File: src/rtl/sc_lane_scheduler.sv
// Frogger traffic-lane scheduler: follows game state, derives a level-scaled tick and
// round-robin grants one lane shift per clock. Optional pause input: SC_LANE_SCHEDULER_PAUSE_EN.
module sc_lane_scheduler #(
    parameter int unsigned NUM_LANES      = 4,
    parameter int unsigned PRESCALE_WIDTH = 24,
    parameter int unsigned BASE_PERIOD    = 5000000,
    parameter int unsigned LEVEL_WIDTH    = 2
) (
    input  logic                   SC_LANE_SCHEDULER_CLOCK_50,
    input  logic                   SC_LANE_SCHEDULER_RESET_InLow,
    input  logic [1:0]             SC_LANE_SCHEDULER_GameState_In,
    input  logic                   SC_LANE_SCHEDULER_LevelUp_In,
`ifdef SC_LANE_SCHEDULER_PAUSE_EN
    input  logic                   SC_LANE_SCHEDULER_Pause_InLow,
`endif
    output logic                   SC_LANE_SCHEDULER_LoadSignal_Out,
    output logic [NUM_LANES-1:0]   SC_LANE_SCHEDULER_ShiftLane_Out,
    output logic [LEVEL_WIDTH-1:0] SC_LANE_SCHEDULER_Level_Out,
    output logic                   SC_LANE_SCHEDULER_Overrun_Out
);

    localparam int unsigned LANE_W = (NUM_LANES > 1) ? $clog2(NUM_LANES) : 1;
    localparam logic [PRESCALE_WIDTH-1:0] BASE_P    = PRESCALE_WIDTH'(BASE_PERIOD);
    localparam logic [LEVEL_WIDTH-1:0]    LEVEL_MAX = '1;

    localparam logic [1:0] ST_IDLE   = 2'b00;
    localparam logic [1:0] ST_LOAD   = 2'b01;
    localparam logic [1:0] ST_RUN    = 2'b10;
    localparam logic [1:0] ST_FREEZE = 2'b11;

    localparam logic [1:0] GS_PLAY = 2'b01;
    localparam logic [1:0] GS_END  = 2'b10;

    logic [1:0] game_state;
    assign game_state = SC_LANE_SCHEDULER_GameState_In;

    logic [1:0] state, state_next;

    logic [PRESCALE_WIDTH-1:0]              prescale_q, prescale_d;
    logic [NUM_LANES-1:0][LANE_W-1:0]       lane_cnt_q, lane_cnt_d;
    logic [NUM_LANES-1:0]                   pending_q, pending_d;
    logic [LANE_W-1:0]                      rr_q, rr_d;
    logic [LEVEL_WIDTH-1:0]                 level_q, level_d;
    logic                                   overrun_q, overrun_d;
    logic [NUM_LANES-1:0]                   shift_q, shift_d;
    logic                                   load_q, load_d;

    logic                      paused_c, run_c, stay_c, tick_c, level_up_c, found_c;
    logic [PRESCALE_WIDTH-1:0] period_c;
    logic [NUM_LANES-1:0]      due_c, grant_c;
    int                        gidx_c, idx_c;

    // State register
    always_ff @(posedge SC_LANE_SCHEDULER_CLOCK_50 or negedge SC_LANE_SCHEDULER_RESET_InLow) begin
        if (!SC_LANE_SCHEDULER_RESET_InLow) state <= ST_IDLE;
        else                                state <= state_next;
    end

    // Next-state logic; code 11 on the game-state bus behaves like await
    always_comb begin
        state_next = state;
        case (state)
            ST_IDLE:   if (game_state == GS_PLAY) state_next = ST_LOAD;
            ST_LOAD:   state_next = ST_RUN;
            ST_RUN: begin
                if (game_state == GS_END)       state_next = ST_FREEZE;
                else if (game_state != GS_PLAY) state_next = ST_IDLE;
            end
            ST_FREEZE: if (game_state != GS_PLAY && game_state != GS_END) state_next = ST_IDLE;
            default:   state_next = ST_IDLE;
        endcase
    end

    // Tick, lane scheduling and round-robin arbitration
    always_comb begin
`ifdef SC_LANE_SCHEDULER_PAUSE_EN
        paused_c = !SC_LANE_SCHEDULER_Pause_InLow;
`else
        paused_c = 1'b0;
`endif
        period_c   = BASE_P >> level_q;
        run_c      = (state == ST_RUN) && !paused_c;
        stay_c     = run_c && (state_next == ST_RUN);
        tick_c     = run_c && (prescale_q == period_c - PRESCALE_WIDTH'(1));
        level_up_c = run_c && SC_LANE_SCHEDULER_LevelUp_In && (level_q != LEVEL_MAX);

        due_c = '0;
        for (int i = 0; i < int'(NUM_LANES); i++) begin
            due_c[i] = tick_c && (lane_cnt_q[i] == LANE_W'(i));
        end

        found_c = 1'b0;
        gidx_c  = 0;
        idx_c   = 0;
        for (int k = 0; k < int'(NUM_LANES); k++) begin
            idx_c = int'(rr_q) + k;
            if (idx_c >= int'(NUM_LANES)) idx_c = idx_c - int'(NUM_LANES);
            if (!found_c && pending_q[LANE_W'(idx_c)]) begin
                found_c = 1'b1;
                gidx_c  = idx_c;
            end
        end
        grant_c = '0;
        if (found_c && stay_c) grant_c[LANE_W'(gidx_c)] = 1'b1;

        prescale_d = prescale_q;
        lane_cnt_d = lane_cnt_q;
        pending_d  = pending_q;
        rr_d       = rr_q;
        level_d    = level_q;
        overrun_d  = overrun_q;
        shift_d    = grant_c;
        load_d     = (state_next == ST_LOAD);

        if (state_next == ST_LOAD) begin
            prescale_d = '0;
            lane_cnt_d = '0;
            pending_d  = '0;
            rr_d       = '0;
            level_d    = '0;
            overrun_d  = 1'b0;
        end else begin
            if (run_c) begin
                if (tick_c || level_up_c) prescale_d = '0;
                else                      prescale_d = prescale_q + PRESCALE_WIDTH'(1);
            end
            if (level_up_c) level_d = level_q + LEVEL_WIDTH'(1);
            for (int i = 0; i < int'(NUM_LANES); i++) begin
                if (tick_c) begin
                    if (due_c[i]) lane_cnt_d[i] = '0;
                    else          lane_cnt_d[i] = lane_cnt_q[i] + LANE_W'(1);
                end
            end
            // A lane granted on the same edge it becomes due is not an overrun
            overrun_d = overrun_q | (|(due_c & pending_q & ~grant_c));
            if (state == ST_RUN && state_next != ST_RUN) pending_d = '0;
            else                                          pending_d = (pending_q & ~grant_c) | due_c;
            if (found_c && stay_c) rr_d = LANE_W'((gidx_c + 1) % int'(NUM_LANES));
        end
    end

    // Datapath and output registers
    always_ff @(posedge SC_LANE_SCHEDULER_CLOCK_50 or negedge SC_LANE_SCHEDULER_RESET_InLow) begin
        if (!SC_LANE_SCHEDULER_RESET_InLow) begin
            prescale_q <= '0;
            lane_cnt_q <= '0;
            pending_q  <= '0;
            rr_q       <= '0;
            level_q    <= '0;
            overrun_q  <= 1'b0;
            shift_q    <= '0;
            load_q     <= 1'b0;
        end else begin
            prescale_q <= prescale_d;
            lane_cnt_q <= lane_cnt_d;
            pending_q  <= pending_d;
            rr_q       <= rr_d;
            level_q    <= level_d;
            overrun_q  <= overrun_d;
            shift_q    <= shift_d;
            load_q     <= load_d;
        end
    end

    assign SC_LANE_SCHEDULER_LoadSignal_Out = load_q;
    assign SC_LANE_SCHEDULER_ShiftLane_Out  = shift_q;
    assign SC_LANE_SCHEDULER_Level_Out      = level_q;
    assign SC_LANE_SCHEDULER_Overrun_Out    = overrun_q;

endmodule

File: config.mk
export PLATFORM = sky130hd
export DESIGN_NAME = sc_lane_scheduler
export DESIGN_NICKNAME = d
export VERILOG_FILES = /design/src/rtl/sc_lane_scheduler.sv
export SDC_FILE = /design/constraint.sdc
export NUM_CORES = 1
export LEC_CHECK = 0
export ABC_CLOCK_PERIOD_IN_PS = 3200
export BUFFER_PORTS_ARGS = -buffer_cell sky130_fd_sc_hd__buf_2
export CAP_MARGIN = 0
export CELL_PAD_IN_SITES_DETAIL_PLACEMENT = 0
export CELL_PAD_IN_SITES_GLOBAL_PLACEMENT = 1
export CORE_ASPECT_RATIO = 1.75
export CORE_MARGIN = 8
export CORE_UTILIZATION = 42
export CTS_BUF_LIST = sky130_fd_sc_hd__clkbuf_4 sky130_fd_sc_hd__clkbuf_8 sky130_fd_sc_hd__clkbuf_16
export CTS_CLUSTER_DIAMETER = 80
export CTS_CLUSTER_SIZE = 14
export DETAILED_ROUTE_END_ITERATION = 10
export PLACE_DENSITY = 0.76
export SLEW_MARGIN = 20
export SYNTH_ARGS = -nofsm -noshare
export SYNTH_HDL_FRONTEND = slang
export SYNTH_SLANG_ARGS = --single-unit
File: constraint.sdc
create_clock -name SC_LANE_SCHEDULER_CLOCK_50 -period 3.2 [get_ports SC_LANE_SCHEDULER_CLOCK_50]
set_input_delay 0.48 -clock SC_LANE_SCHEDULER_CLOCK_50 [delete_from_list [all_inputs] [get_ports SC_LANE_SCHEDULER_CLOCK_50]]
set_output_delay 0.48 -clock SC_LANE_SCHEDULER_CLOCK_50 [all_outputs]
set_load 0.02 [all_outputs]
# Yosys cells after proc, flatten, opt, wreduce, memory -nomap -nowiden
# Cells that the tools add are included.
totals:
  reg_bits: 48
  input_bits: 5
  word_cells: 136
classes:
  add_sub_neg: 15
  order_cmp: 10
  eq_ne: 15
  shift: 1
  mux: 51
  n_bitwise: 6
  reduce_logical: 26
ops:
  columns: ["op", "count"]
  rows:
  - ["2-to-1 mux 24 bit", 3]
  - ["2-to-1 mux 2 bit", 24]
  - ["adder 24 x 1 -> 24 bit (second input constant)", 1]
  - ["equality test 24 bit", 1]
  - ["right shift 23 x 2 -> 24 bit (first input constant)", 1]
  - ["subtractor 24 x 1 -> 24 bit (second input constant)", 1]
  - ["less-than comparator 2 x 4 -> 1 bit (second input constant)", 5]
  - ["logical AND 1 bit", 15]
  - ["2-to-1 mux 1 bit", 14]
  - ["bitwise AND 4 bit", 3]
  - ["equality test 2 bit (second input constant)", 6]
  - ["2-to-1 mux 4 bit", 3]
  - ["adder 2 x 1 -> 2 bit (second input constant)", 5]
  - [">= comparator 3 bit (second input constant)", 3]
  - ["binary-select mux 1 bit (select 2 bit)", 4]
  - ["equality test 2 x 1 -> 1 bit (second input constant)", 4]
  - ["2-to-1 mux 8 bit", 1]
  - ["case mux 2 bit (4 select lines)", 1]
  - ["nonzero test 2 bit", 4]
  - ["subtractor 2 x 1 -> 2 bit (second input constant)", 4]
  - ["adder 2 x 2 -> 3 bit (second input constant)", 2]
  - ["inequality test 2 bit (second input constant)", 3]
  - ["zero test 2 bit", 2]
  - ["inverter 4 bit", 1]
  - ["11 further kinds", 13]

# Longest topological paths before layout
# Gate-level depths: netlist of run 1.
depth:
  ltp_word: 25
  mapped_depth: 12
  depth_no_buf: 10

# Worst setup path after synthesis of run 1
# No wires, ideal clock.
synth_path:
  path_type: "reg2reg"
  startpoint: "register level_q[0] (netlist: SC_LANE_SCHEDULER_Level_Out[0])"
  endpoint: "register prescale_q[16]"
  setup_time_ns: 0.120
  t_arrival_ns: 2.420
  required_time_ns: 3.080
  path_slack_ns: 0.660
  path_stages_with_launch: 13
  n_path_buf: 2
  path_cell_list: "dfrtp_1 inv_1 ha_1 inv_1 ha_1 xor2_1 nand3_1 nor4_1 nand4_1 buf_2 and2_1 clkbuf_1 a31o_2"
synth_between:
  elab_chain_len: 8
  elab_cells_between_ends: 10
  cone_classes: "1 x add/sub; 2 x eq/ne; 1 x shift; 3 x mux; 3 x reduce/logical"
synth_rtl:
  columns: ["item", "line_no", "source"]
  rows:
  - ["start: declaration", "43", "logic [LEVEL_WIDTH-1:0] level_q, level_d;"]
  - ["start signal: assignment", "158", "level_q <= level_d;"]
  - ["right shift 23 x 2 -> 24 bit", "81", "period_c = BASE_P >> level_q;"]
  - ["subtractor 24 x 1 -> 24 bit", "84", "tick_c = run_c && (prescale_q == period_c - PRESCALE_WIDTH'(1));"]
  - ["equality test 24 bit", "84", null]
  - ["logical AND 1 bit", "84", null]
  - ["logical OR 1 bit *", "124", "if (tick_c || level_up_c) prescale_d = '0;"]
  - ["2-to-1 mux 24 bit *", "124", null]
  - ["2-to-1 mux 24 bit *", "123", "if (run_c) begin"]
  - ["2-to-1 mux 24 bit *", "115", "if (state_next == ST_LOAD) begin"]
  - ["end signal: assignment", "154", "prescale_q <= prescale_d;"]
  - ["end: declaration", "39", "logic [PRESCALE_WIDTH-1:0] prescale_q, prescale_d;"]
# Every way passes the cells marked *; elsewhere a longest branch is shown, timed or not. The select of a mux whose other input is x is not followed.
# A chain may end at the register's enable or synchronous reset.

# Final worst setup path of run 1
layout_path:
  startpoint: "register level_q[1] (netlist: SC_LANE_SCHEDULER_Level_Out[1])"
  endpoint: "register lane_cnt_q[5] (netlist name)"
layout_between:
  elab_chain_len: 8
  elab_cells_between_ends: 9
  cone_classes: "1 x add/sub; 1 x eq/ne; 1 x shift; 3 x mux; 3 x reduce/logical"
layout_rtl:
  columns: ["item", "line_no", "source"]
  rows:
  - ["right shift 23 x 2 -> 24 bit *", "81", null]
  - ["subtractor 24 x 1 -> 24 bit *", "84", null]
  - ["equality test 24 bit *", "84", null]
  - ["logical AND 1 bit *", "84", null]
  - ["logical AND 1 bit", "89", "due_c[i] = tick_c && (lane_cnt_q[i] == LANE_W'(i));"]
  - ["2-to-1 mux 2 bit", "130", "if (due_c[i]) lane_cnt_d[i] = '0;"]
  - ["2-to-1 mux 2 bit", "129", "if (tick_c) begin"]
  - ["2-to-1 mux 8 bit", "115", null]
  - ["end signal: assignment", "155", "lane_cnt_q <= lane_cnt_d;"]
  - ["end: declaration", "40", "logic [NUM_LANES-1:0][LANE_W-1:0] lane_cnt_q, lane_cnt_d;"]
# Marked as above.

==> load_flow_metrics.sql, run 1 <==
INSERT INTO impl_metrics (metric_group, metric, value, unit) VALUES
('yosys', 'yosys_warnings', '0', ''),
('layout', 'multi_input_comb_area', '0.00163', 'mm²'),
('routing', 'post_drt_antenna_nets', '0', ''),
('timing', 'min_period_over_period', '88.4', '%'),
('timing', 'clock.fmax', '0.354', 'GHz'),
('grt', 'gr-total-overflow', '0', ''),
('yosys', 'asyncSetResetFlopFracSynth', '100', '%'),
('yosys', 'postSynthNetCount', '366', ''),
('grt', 'grt_antenna_before_repair', '0', ''),
('setup_path', 'worst_setup_path_end_kind', 'flop', ''),
('yosys', 'yosysMostFrequentCell', 'dfrtp_1', ''),
('place', 'gp_congestion', '0.829', ''),
('clock_tree', 'tritoncts', 'yes', ''),
('clock_tree', 'path_clk_slew', '0.07', 'ns'),
('yosys', 'synthesis.area_per_instance', '8.79', 'µm²'),
('timing', 'period_minus_slack', '2.83', 'ns'),
('clock_tree', 'cts_resized', '0', ''),
('yosys', 'yosys_most_used_dff', 'dfrtp_1', ''),
('timing', 'finalMaxSlewViolations', '0', ''),
('timing', 'rsz0062_at_grt', 'false', ''),
('power', 'p_sw', '636', 'µW'),
('power', 'power_switching_share', '33.7', '%'),
('setup_path', 'worst-endpoint-arrival', '3.04', 'ns'),
('clock_tree', 'post_cts_hold_buffer_count', '0', ''),
('routing', 'drc', '0', ''),
('floorplan', 'die_w', '80.1', 'µm'),
('yosys', 'synth_top_cells_by_count', 'dfrtp_1, nand2_1, inv_1', ''),
('grt', 'grt_pass1_wl', '12500', 'µm'),
('setup_path', 'crit-reg2reg-launch', 'SC_LANE_SCHEDULER_Level_Out[1]', ''),
('floorplan', 'num_ports', '13', ''),
('routing', 'totalWireLength', '7310', 'µm'),
('yosys', 'synth_area_leaders', 'dfrtp_1, ha_1, nand2_1, nand3_1, inv_1', ''),
('place', 'pre_cts_slack', '0.419', 'ns'),
('run_status', 'status', 'finished clean', ''),
('floorplan', 'die-height', '128', 'µm'),
('power', 'max-vdd-ir-drop', '0.298', 'mV'),
('grt', 'largest_net_degree_at_the_start_of_global_routing', '35', ''),
('floorplan', 'floorplan.rows', '41', ''),
('routing', 'route.met2.wl', '3940', 'µm'),
('power', 'share_seq_of_total_power', '37.0', '%'),
('routing', 'wl_met3', '184', 'µm'),
('setup_path', 'setup.worst_path.start_class', 'flop', ''),
('clock_tree', 'clk_root_buffer_cell', 'clkbuf_16', ''),
('yosys', 'ys_seq_elements', '48', ''),
('yosys', 'yosys.area.top_type_share', '39.8', '%'),
('grt', 'via_count_of_the_first_global_routing_pass', '2494', ''),
('flow_run', 'maxCapViolCount', '0', ''),
('power', 'clockPowerShare', '32.9', '%'),
('clock_tree', 'clock_insertion_delay_worst_skew', '0.29', 'ns'),
('layout', 'antennaDiodeCount', '0', ''),
('layout', 'synthToLayoutAreaGrowth', '11.4', '%'),
('routing', 'drt_pass1_iterations', '4', ''),
('layout', 'final-seq-area', '0.00120', 'mm²'),
('routing', 'total_number_of_vias', '2516', ''),
('place', 'io_buffer_count', '12', ''),
('clock_tree', 'post-cts-setup-buffers', '0', ''),
('yosys', 'syn_inst', '343', ''),
('power', 'internal-power', '1.25', 'mW'),
('yosys', 'seq_area_frac_synth', '39.8', '%'),
('timing', 'worst_pin_slew', '0.784', 'ns'),
('yosys', 'netlist-cell-type-count', '50', ''),
('yosys', 'synth_edf_count', '0', ''),
('layout', 'drive_above_1_share', '10.4', '%'),
('power', 'share_comb_of_total_power', '30.1', '%'),
('setup_path', 'crit_type', 'flop to flop', ''),
('routing', 'avgViaCountPerCell', '5.71', ''),
('setup_path', 'worst-endpoint-required', '3.42', 'ns'),
('power', 'cellPowerDensity', '561', 'mW/mm²'),
('routing', 'topRoutingLayerUsed', 'met4', ''),
('yosys', 'synth_largest_area_cell', 'dfrtp_1', ''),
('layout', 'finalCoreUtilization', '47.5', '%');
-- path summary, 6_finish.rpt --
kind | endpoint | slack [ns] | depth (start not counted)
setup reg to reg | lane_cnt_q[5] | 0.37 | 9
min in group SC_LANE_SCHEDULER_CLOCK_50 | lane_cnt_q[0] | 0.50 | 1
hold / removal | rr_q[0] | 0.26 | 1
max in group asynchronous | prescale_q[16] | 2.22 | 2
hold reg to reg | lane_cnt_q[0] | 0.50 | 1
setup / recovery | lane_cnt_q[5] | 0.37 | 9
-- cell type report --
cell class              count  share of cell area [%]
clock buffers               6                    4.13
flip-flops and latches     48                    35.8
well taps                  86                    3.20
repair buffers             21                    3.80
clock inverters             2                    1.15
multi-input cells         247                    48.5
inverters                  31                    3.46
-- layout by cell type, fill, tap and decap left out, drive strengths merged, types with 7 or more instances in the layout --
cell	Yosys	final
ha	18	18
o21ai	15	15
nand3	23	23
mux2i	9	9
dfrtp	48	48
nor3	7	7
a21oi	13	13
nand4	11	11
nand2	31	31
nor2	23	23
inv	30	30
xnor2	9	9
a31oi	15	15
buf	7	21
-- power groups by stage --
stage / combinational (mW) / clock (mW) / sequential, mW
6_report: 0.567 / 0.620 / 0.698
5_1_grt: 0.621 / 0.664 / 0.706
4_1_cts: 0.573 / 0.642 / 0.697
3_5_place_dp: 0.572 / 0 / 0.709
3_3_place_gp: 0.564 / 0 / 0.706
2_1_floorplan: 0.408 / 0 / 0.699
-- kinds of logic (layout without fill, tap and decap cells) --
| kind of cell | after synthesis | after routing | synth area share [%] |
|---|---|---|---|
| buffers and inverters | 48 | 60 | 6.43 |
| muxes | 9 | 9 | 2.99 |
| AOI/OAI and AO/OA | 70 | 70 | 15.4 |
| DFF | 48 | 48 | 39.8 |
| adders and majority gates | 18 | 18 | 7.47 |
| xor gates and xnor gates | 13 | 13 | 3.77 |
| and+or+nand+nor | 137 | 137 | 24.1 |
-- registers in the layout, indices dropped and copies added, names as in the netlist --
signal / cells
SC_LANE_SCHEDULER_Level_Out: 2
SC_LANE_SCHEDULER_LoadSignal_Out: 1
SC_LANE_SCHEDULER_Overrun_Out: 1
SC_LANE_SCHEDULER_ShiftLane_Out: 4
lane_cnt_q: 8
pending_q: 4
prescale_q: 24
rr_q: 2
state: 2
-- worst max-delay path, stage by stage (launching register included) --
cell and delay (ns):
dfrtp_1 0.50, inv_1 0.17, ha_1 0.37, and3_1 0.20, nor2_1 0.05, a211oi_1 0.34, nand4_1 0.30, buf_4 0.28
or3b_1 0.39, a21oi_1 0.14
-- per-layer routing --
metal,vias to the layer above,global-route usage (%)
met3,19,2.67
met1,1219,16.4
met4,0,8.94
met5,-,0
li1,1240,-
met2,38,28.0
-- metrics by stage --
| stage | instance area (µm²) | instances | hold slack, ns | power [mW] |
|---|---|---|---|---|
| finish | 3360 | 441 | 0.256 | 1.89 |
| global route | 3360 | 441 | 0.338 | 1.99 |
| CTS | 3360 | 441 | 0.291 | 1.91 |
| detailed placement | 3180 | 433 | 0.492 | 1.28 |
| global placement | 3180 | 433 | 0.474 | 1.27 |
| floorplan | 3020 | 343 | 0.184 | 1.11 |
Note: power is estimated with default switching activity, not from simulation.
==> run 2, diff against run 1 <==
CELL_PAD_IN_SITES_DETAIL_PLACEMENT = 1   (was 0)
CELL_PAD_IN_SITES_GLOBAL_PLACEMENT = 2   (was 1)
CORE_UTILIZATION = 39   (was 42)
PLACE_DENSITY = 0.84   (was 0.76)
==> run 2 against run 1 <==
  * Combinational power is essentially flat
  * Final cell count is the same
  * Clock power shrank 10%
  * Global-route usage grew 0.57 points
  * Highest routed layer unchanged
  * Die area grew 6.4%
  * Critical path type unchanged
  * Largest power group unchanged
==> load_flow_metrics.sql, run 2 (synthesis gave the netlist of run 1 again) <==
INSERT INTO impl_metrics (metric_group, metric, value, unit) VALUES
('power', 'power_leakage', '1.48', 'nW'),
('timing', 'worst_pin_slew', '0.794', 'ns'),
('setup_path', 'regToRegSetupSlack', '0.27', 'ns'),
('routing', 'post_drt_antenna_nets', '0', ''),
('place', 'gp_congestion', '0.881', ''),
('clock_tree', 'tritoncts', 'yes', ''),
('routing', 'drc', '0', ''),
('clock_tree', 'cts.path.max_buffers', '2', ''),
('timing', 'min_period_over_period', '91.6', '%'),
('grt', 'grt_antenna_before_repair', '0', ''),
('clock_tree', 'path_clk_slew', '0.06', 'ns'),
('layout', 'finalNetCount', '375', ''),
('clock_tree', 'post-cts-setup-buffers', '0', ''),
('clock_tree', 'cts.sink_count', '48', ''),
('clock_tree', 'tritoncts.num_buffers', '5', ''),
('routing', 'totalWireLength', '8200', 'µm'),
('layout', 'largest_register_ff_count', '24', ''),
('setup_path', 'worst-endpoint-required', '3.41', 'ns'),
('floorplan', 'core_box_area', '0.00751', 'mm²'),
('layout', 'mostFrequentLayoutCell', 'dfrtp_1', ''),
('layout', 'filler_cell_count', '905', ''),
('timing', 'final.setup.tns', '0', 'ns'),
('timing', 'period_minus_slack', '2.93', 'ns'),
('floorplan', 'floorplan.initialDensity', '40.1', '%'),
('setup_path', 'crit-reg2reg-capture', 'pending_q[2]', ''),
('layout', 'largest_register', 'prescale_q', ''),
('grt', 'gr-total-overflow', '0', ''),
('setup_path', 'critPathMaxFanout', '27', ''),
('layout', 'synthToLayoutAreaGrowth', '10.2', '%'),
('layout', 'finalCoreUtilization', '44.2', '%'),
('timing', 'clock.fmax', '0.341', 'GHz'),
('floorplan', 'floorplan.rows', '42', ''),
('clock_tree', 'cts-htree-levels', '2', ''),
('power', 'cellPowerDensity', '547', 'mW/mm²'),
('timing', 'rsz0062_at_grt', 'false', ''),
('routing', 'drt_pass1_iterations', '4', ''),
('timing', 'max-slew-margin-rel', '47.0', '%'),
('setup_path', 'setup.worst_path.start_class', 'flop', ''),
('setup_path', 'crit_path_start', 'SC_LANE_SCHEDULER_Level_Out[0]', ''),
('routing', 'total_number_of_vias', '2558', ''),
('place', 'detailed_place_hpwl', '6120', 'µm'),
('power', 'max-vdd-ir-drop', '0.281', 'mV'),
('layout', 'final-seq-area', '0.00120', 'mm²'),
('routing', 'avgViaCountPerCell', '5.80', ''),
('clock_tree', 'clock_insertion_delay_worst_skew', '0.29', 'ns'),
('worst_hold_path', 'worst_hold_path_type', 'input pin to async pin', ''),
('setup_path', 'worst-endpoint-arrival', '3.14', 'ns'),
('run_status', 'status', 'finished clean', ''),
('clock_tree', 'post_cts_hold_buffer_count', '0', ''),
('routing', 'route.detailed.wl_per_inst', '18.6', 'µm'),
('place', 'io_buffer_count', '12', ''),
('setup_path', 'crit_type', 'flop to flop', ''),
('layout', 'multi_input_comb_area', '0.00163', 'mm²'),
('setup_path', 'crit-reg2reg-launch', 'SC_LANE_SCHEDULER_Level_Out[0]', ''),
('floorplan', 'die_w', '82.5', 'µm'),
('timing', 'timing_hold_violations_final', '0', ''),
('layout', 'reg.largest.list', 'prescale_q (24), lane_cnt_q (8)', ''),
('floorplan', 'die-height', '132', 'µm'),
('grt', 'grt_usage', '16.2', '%'),
('layout', 'commonest_cells_after_routing_fill_and_taps_aside', 'dfrtp_1, nand2_1, inv_1, nor2_1, nand3_1', ''),
('layout', 'antennaDiodeCount', '0', ''),
('grt', 'via_count_of_the_first_global_routing_pass', '2745', ''),
('timing', 'worst_clock_skew', '0.00593', 'ns'),
('flow_run', 'maxCapViolCount', '0', ''),
('grt', 'largest_net_degree_at_the_start_of_global_routing', '36', ''),
('timing', 'finalMaxSlewViolations', '0', ''),
('power', 'p_total', '1.82', 'mW'),
('routing', 'drt_iter0_drc', '81', ''),
('layout', 'drive_above_1_share', '9.92', '%'),
('floorplan', 'fp.dieArea', '0.0109', 'mm²'),
('timing', 'setup_viol', '0', ''),
('setup_path', 'worst_setup_path_end_kind', 'flop', ''),
('setup_path', 'worst-r2r-cell-count', '11', ''),
('clock_tree', 'clk_root_buffer_cell', 'clkbuf_16', ''),
('clock_tree', 'cts_resized', '0', ''),
('floorplan', 'num_ports', '13', ''),
('grt', 'grt_pass1_wl', '13800', 'µm');
==> run 2: cell types whose count changed in the layout (fill, tap and decap cells not counted), sizes merged <==
cell | before | now
buf | 21 | 19
bufinv | 1 | 0
clkbuf | 6 | 7
clkinv | 2 | 1
clkinvlp | 0 | 1
==> run 2: per-layer routing <==
layer  track usage, %  share of wire [%]  up-vias
li1                 -                  -     1231
met1             16.8                 38     1293
met2             30.5                 58       22
met3             2.32                2.2       12
met4             5.80                2.0        0
met5                0                  0        -
==> run 2: how the worst max path moves through the flow <==
| stage | cells after the start | end |
|---|---|---|
| floorplan | 12 | prescale_q[16] |
| global placement | 11 | lane_cnt_q[5] |
| detailed placement | 11 | pending_q[2] |
| CTS | 11 | pending_q[2] |
| global route | 11 | lane_cnt_q[5] |
| finish | 11 | pending_q[2] |
==> run 2: cell type report <==
class / count / share of cell area (%)
inverter: 31 / 3.50
multi-input combinational: 247 / 49.0
timing repair buffer: 19 / 3.39
clock inverter: 1 / 0.226
sequential: 48 / 36.1
tap: 88 / 3.31
clock buffer: 7 / 4.41
==> run 2: critical path, stage by stage, from the launching register on <==
cell     delay [ns]
dfrtp_1        0.47
inv_1          0.16
ha_1           0.23
inv_1          0.06
ha_1           0.28
xor2_1         0.17
nand3_1        0.10
nor4_1         0.25
nand4_1        0.28
buf_4          0.31
or3b_1         0.37
a21oi_1        0.16
==> run 2: power breakdown <==
| group | internal (mW) | total [mW] | switching [mW] | leakage, nW |
|---|---|---|---|---|
| clock | 0.320 | 0.555 | 0.234 | 0.0736 |
| sequential | 0.641 | 0.694 | 0.0529 | 0.665 |
| combinational | 0.212 | 0.569 | 0.357 | 0.742 |
| total | 1.17 | 1.82 | 0.644 | 1.48 |
==> run 2: per-stage QoR <==
step           area [µm²]  std cells  hold WS, ns  worst slack (ns)
6_report             3320        441        0.216             0.270
5_1_grt              3320        441        0.275            0.0216
4_1_cts              3320        441        0.226             0.252
3_5_place_dp         3170        433        0.485             0.288
3_3_place_gp         3170        433        0.471             0.455
2_1_floorplan        3020        343        0.184             0.660
==> run 3, diff against run 2 <==
RECOVER_POWER = 25   (was unset)
==> run 3 against run 2 <==
  * The run now ends with capacitance limit, slew limit left
  * Final area about the same
  * Setup slack better by 0.00076 ns
  * Core utilization about the same
  * Die area unchanged
  * Worst hold slack better by 0.28 ns
  * Clock skew about the same
  * Largest power group unchanged
==> load_flow_metrics.sql, run 3 (synthesis gave the netlist of run 1 again) <==
INSERT INTO impl_metrics (metric_group, metric, value, unit) VALUES
('layout', 'finalCoreUtilization', '44.2', '%'),
('layout', 'synthToLayoutAreaGrowth', '10.1', '%'),
('grt', 'via_count_of_the_first_global_routing_pass', '2745', ''),
('timing', 'worst_clock_skew', '0.00593', 'ns'),
('worst_hold_path', 'worst_hold_path_type', 'flop to flop', ''),
('clock_tree', 'post_cts_hold_buffer_count', '0', ''),
('layout', 'largest_register_ff_count', '24', ''),
('clock_tree', 'cts-htree-levels', '2', ''),
('timing', 'period_minus_slack', '2.93', 'ns'),
('routing', 'detail_route.wirelength.met1', '3090', 'µm'),
('setup_path', 'worst-endpoint-arrival', '3.14', 'ns'),
('place', 'detailed_place_hpwl', '6120', 'µm'),
('timing', 'min_period_over_period', '91.5', '%'),
('setup_path', 'worst-r2r-cell-count', '11', ''),
('flow_run', 'maxCapViolCount', '1', ''),
('routing', 'wl_met3', '178', 'µm'),
('power', 'max-vdd-ir-drop', '0.281', 'mV'),
('layout', 'final-seq-area', '0.00120', 'mm²'),
('routing', 'post_drt_antenna_nets', '0', ''),
('timing', 'final.setup.tns', '0', 'ns'),
('run_status', 'failed_checks', 'capacitance limit, slew limit', ''),
('floorplan', 'core_box_area', '0.00751', 'mm²'),
('worst_hold_path', 'worstHoldPathCells', '1', ''),
('routing', 'topRoutingLayerUsed', 'met4', ''),
('grt', 'grt_pass1_wl', '13800', 'µm'),
('timing', 'timing_hold_violations_final', '0', ''),
('setup_path', 'crit-reg2reg-capture', 'pending_q[2]', ''),
('clock_tree', 'cts.sink_count', '48', ''),
('setup_path', 'crit_type', 'flop to flop', ''),
('grt', 'largest_net_degree_at_the_start_of_global_routing', '36', ''),
('setup_path', 'setup.worst_path.start_class', 'flop', ''),
('layout', 'multi_input_comb_area', '0.00163', 'mm²'),
('setup_path', 'regToRegSetupSlack', '0.27', 'ns'),
('routing', 'drt_pass1_iterations', '4', ''),
('clock_tree', 'cts_resized', '0', ''),
('floorplan', 'floorplan.rows', '42', ''),
('clock_tree', 'clock_insertion_delay_worst_skew', '0.29', 'ns'),
('layout', 'drive_above_1_share', '9.63', '%'),
('grt', 'grt_antenna_before_repair', '0', ''),
('timing', 'worst_pin_slew', '1.57', 'ns'),
('power', 'power_leakage', '1.48', 'nW'),
('clock_tree', 'path_clk_slew', '0.07', 'ns'),
('layout', 'largest_register', 'prescale_q', ''),
('layout', 'finalNetCount', '375', ''),
('floorplan', 'num_ports', '13', ''),
('timing', 'rsz0062_at_grt', 'false', ''),
('floorplan', 'floorplan.initialDensity', '40.1', '%'),
('place', 'placed_cell_area', '0.00317', 'mm²'),
('layout', 'antennaDiodeCount', '0', ''),
('routing', 'route.met2.wl', '4770', 'µm'),
('timing', 'hold-worst-slack', '0.493', 'ns'),
('grt', 'gr-total-overflow', '0', ''),
('power', 'cellPowerDensity', '547', 'mW/mm²'),
('floorplan', 'fp.dieArea', '0.0109', 'mm²'),
('timing', 'max-slew-margin-rel', '-4.76', '%'),
('clock_tree', 'tritoncts.num_buffers', '5', ''),
('floorplan', 'die-height', '132', 'µm'),
('routing', 'avgViaCountPerCell', '5.80', ''),
('layout', 'filler_cell_count', '905', ''),
('routing', 'drc', '0', ''),
('routing', 'drt_iter0_drc', '81', ''),
('run_status', 'status', 'complete, but fails checks', ''),
('timing', 'finalMaxSlewViolations', '27', ''),
('clock_tree', 'tritoncts', 'yes', ''),
('place', 'io_buffer_count', '12', ''),
('layout', 'reg.largest.list', 'prescale_q (24), lane_cnt_q (8)', ''),
('place', 'gp_congestion', '0.881', ''),
('routing', 'total_number_of_vias', '2557', ''),
('clock_tree', 'cts.path.max_buffers', '2', ''),
('clock_tree', 'post-cts-setup-buffers', '0', ''),
('setup_path', 'crit-reg2reg-launch', 'SC_LANE_SCHEDULER_Level_Out[0]', ''),
('setup_path', 'crit_path_start', 'SC_LANE_SCHEDULER_Level_Out[0]', ''),
('clock_tree', 'clk_root_buffer_cell', 'clkbuf_16', ''),
('place', 'post-place-cells', '433', ''),
('routing', 'route.detailed.wl_per_inst', '18.6', 'µm'),
('setup_path', 'critPathMaxFanout', '27', ''),
('setup_path', 'cp-endpoint', 'pending_q[2]', ''),
('layout', 'mostFrequentLayoutCell', 'dfrtp_1', ''),
('grt', 'grt_usage', '16.2', '%'),
('setup_path', 'worst_setup_path_end_kind', 'flop', ''),
('routing', 'totalWireLength', '8200', 'µm'),
('layout', 'finalInstanceArea', '0.00332', 'mm²'),
('timing', 'clock.fmax', '0.341', 'GHz'),
('layout', 'commonest_cells_after_routing_fill_and_taps_aside', 'dfrtp_1, nand2_1, inv_1, nor2_1, nand3_1', ''),
('timing', 'setup_viol', '0', ''),
('floorplan', 'die_w', '82.5', 'µm'),
('layout', 'post_layout_nonfiller_instances', '441', ''),
('setup_path', 'worst-endpoint-required', '3.41', 'ns');
==> run 3: changes by cell type in the layout (fill, tap and decap cells not counted) <==
cell	previous run	this run
buf_2	12	11
clkbuf_1	0	1
==> run 3: power breakdown <==
part	switching [mW]	total, mW	internal, mW
clock	0.234	0.555	0.320
combinational	0.357	0.569	0.212
sequential	0.0529	0.694	0.641
total	0.644	1.82	1.17
==> run 3: how the worst min path moves through the flow <==
stage | start | end | slack, ns
2_1_floorplan | SC_LANE_SCHEDULER_RESET_InLow | SC_LANE_SCHEDULER_Level_Out[0] | 0.18
3_3_place_gp | lane_cnt_q[0] | lane_cnt_q[0] | 0.47
3_5_place_dp | lane_cnt_q[6] | lane_cnt_q[6] | 0.49
4_1_cts | SC_LANE_SCHEDULER_RESET_InLow | prescale_q[16] | 0.23
5_1_grt | lane_cnt_q[0] | lane_cnt_q[0] | 0.51
6_report | lane_cnt_q[0] | lane_cnt_q[0] | 0.49
==> run 3: critical path: stages (launching register included) <==
cell and delay [ns]:
dfrtp_1 0.47, inv_1 0.16, ha_1 0.23, inv_1 0.06, ha_1 0.28, xor2_1 0.17, nand3_1 0.10, nor4_1 0.25
nand4_1 0.28, buf_4 0.31, or3b_1 0.37, a21oi_1 0.16
==> run 3: final cells by class <==
cell class                      count  area share, %
Sequential cell                    48           36.2
Inverter                           31           3.50
Clock inverter                      1          0.226
Clock buffer                        7           4.41
Timing Repair Buffer               19           3.35
Multi-Input combinational cell    247           49.0
Tap cell                           88           3.31
==> run 3: metal layers <==
layer / global-route usage [%] / vias to the layer above
li1: - / 1231
met4: 5.80 / 0
met2: 30.5 / 22
met5: 0 / -
met3: 2.32 / 12
met1: 16.8 / 1292
==> run 3: metrics by stage <==
| step | worst slack [ns] | power, mW |
|---|---|---|
| floorplan | 0.660 | 1.11 |
| global placement | 0.455 | 1.27 |
| detailed placement | 0.288 | 1.28 |
| CTS | 0.252 | 1.85 |
| global route | 0.0216 | 1.92 |
| finish | 0.271 | 1.82 |
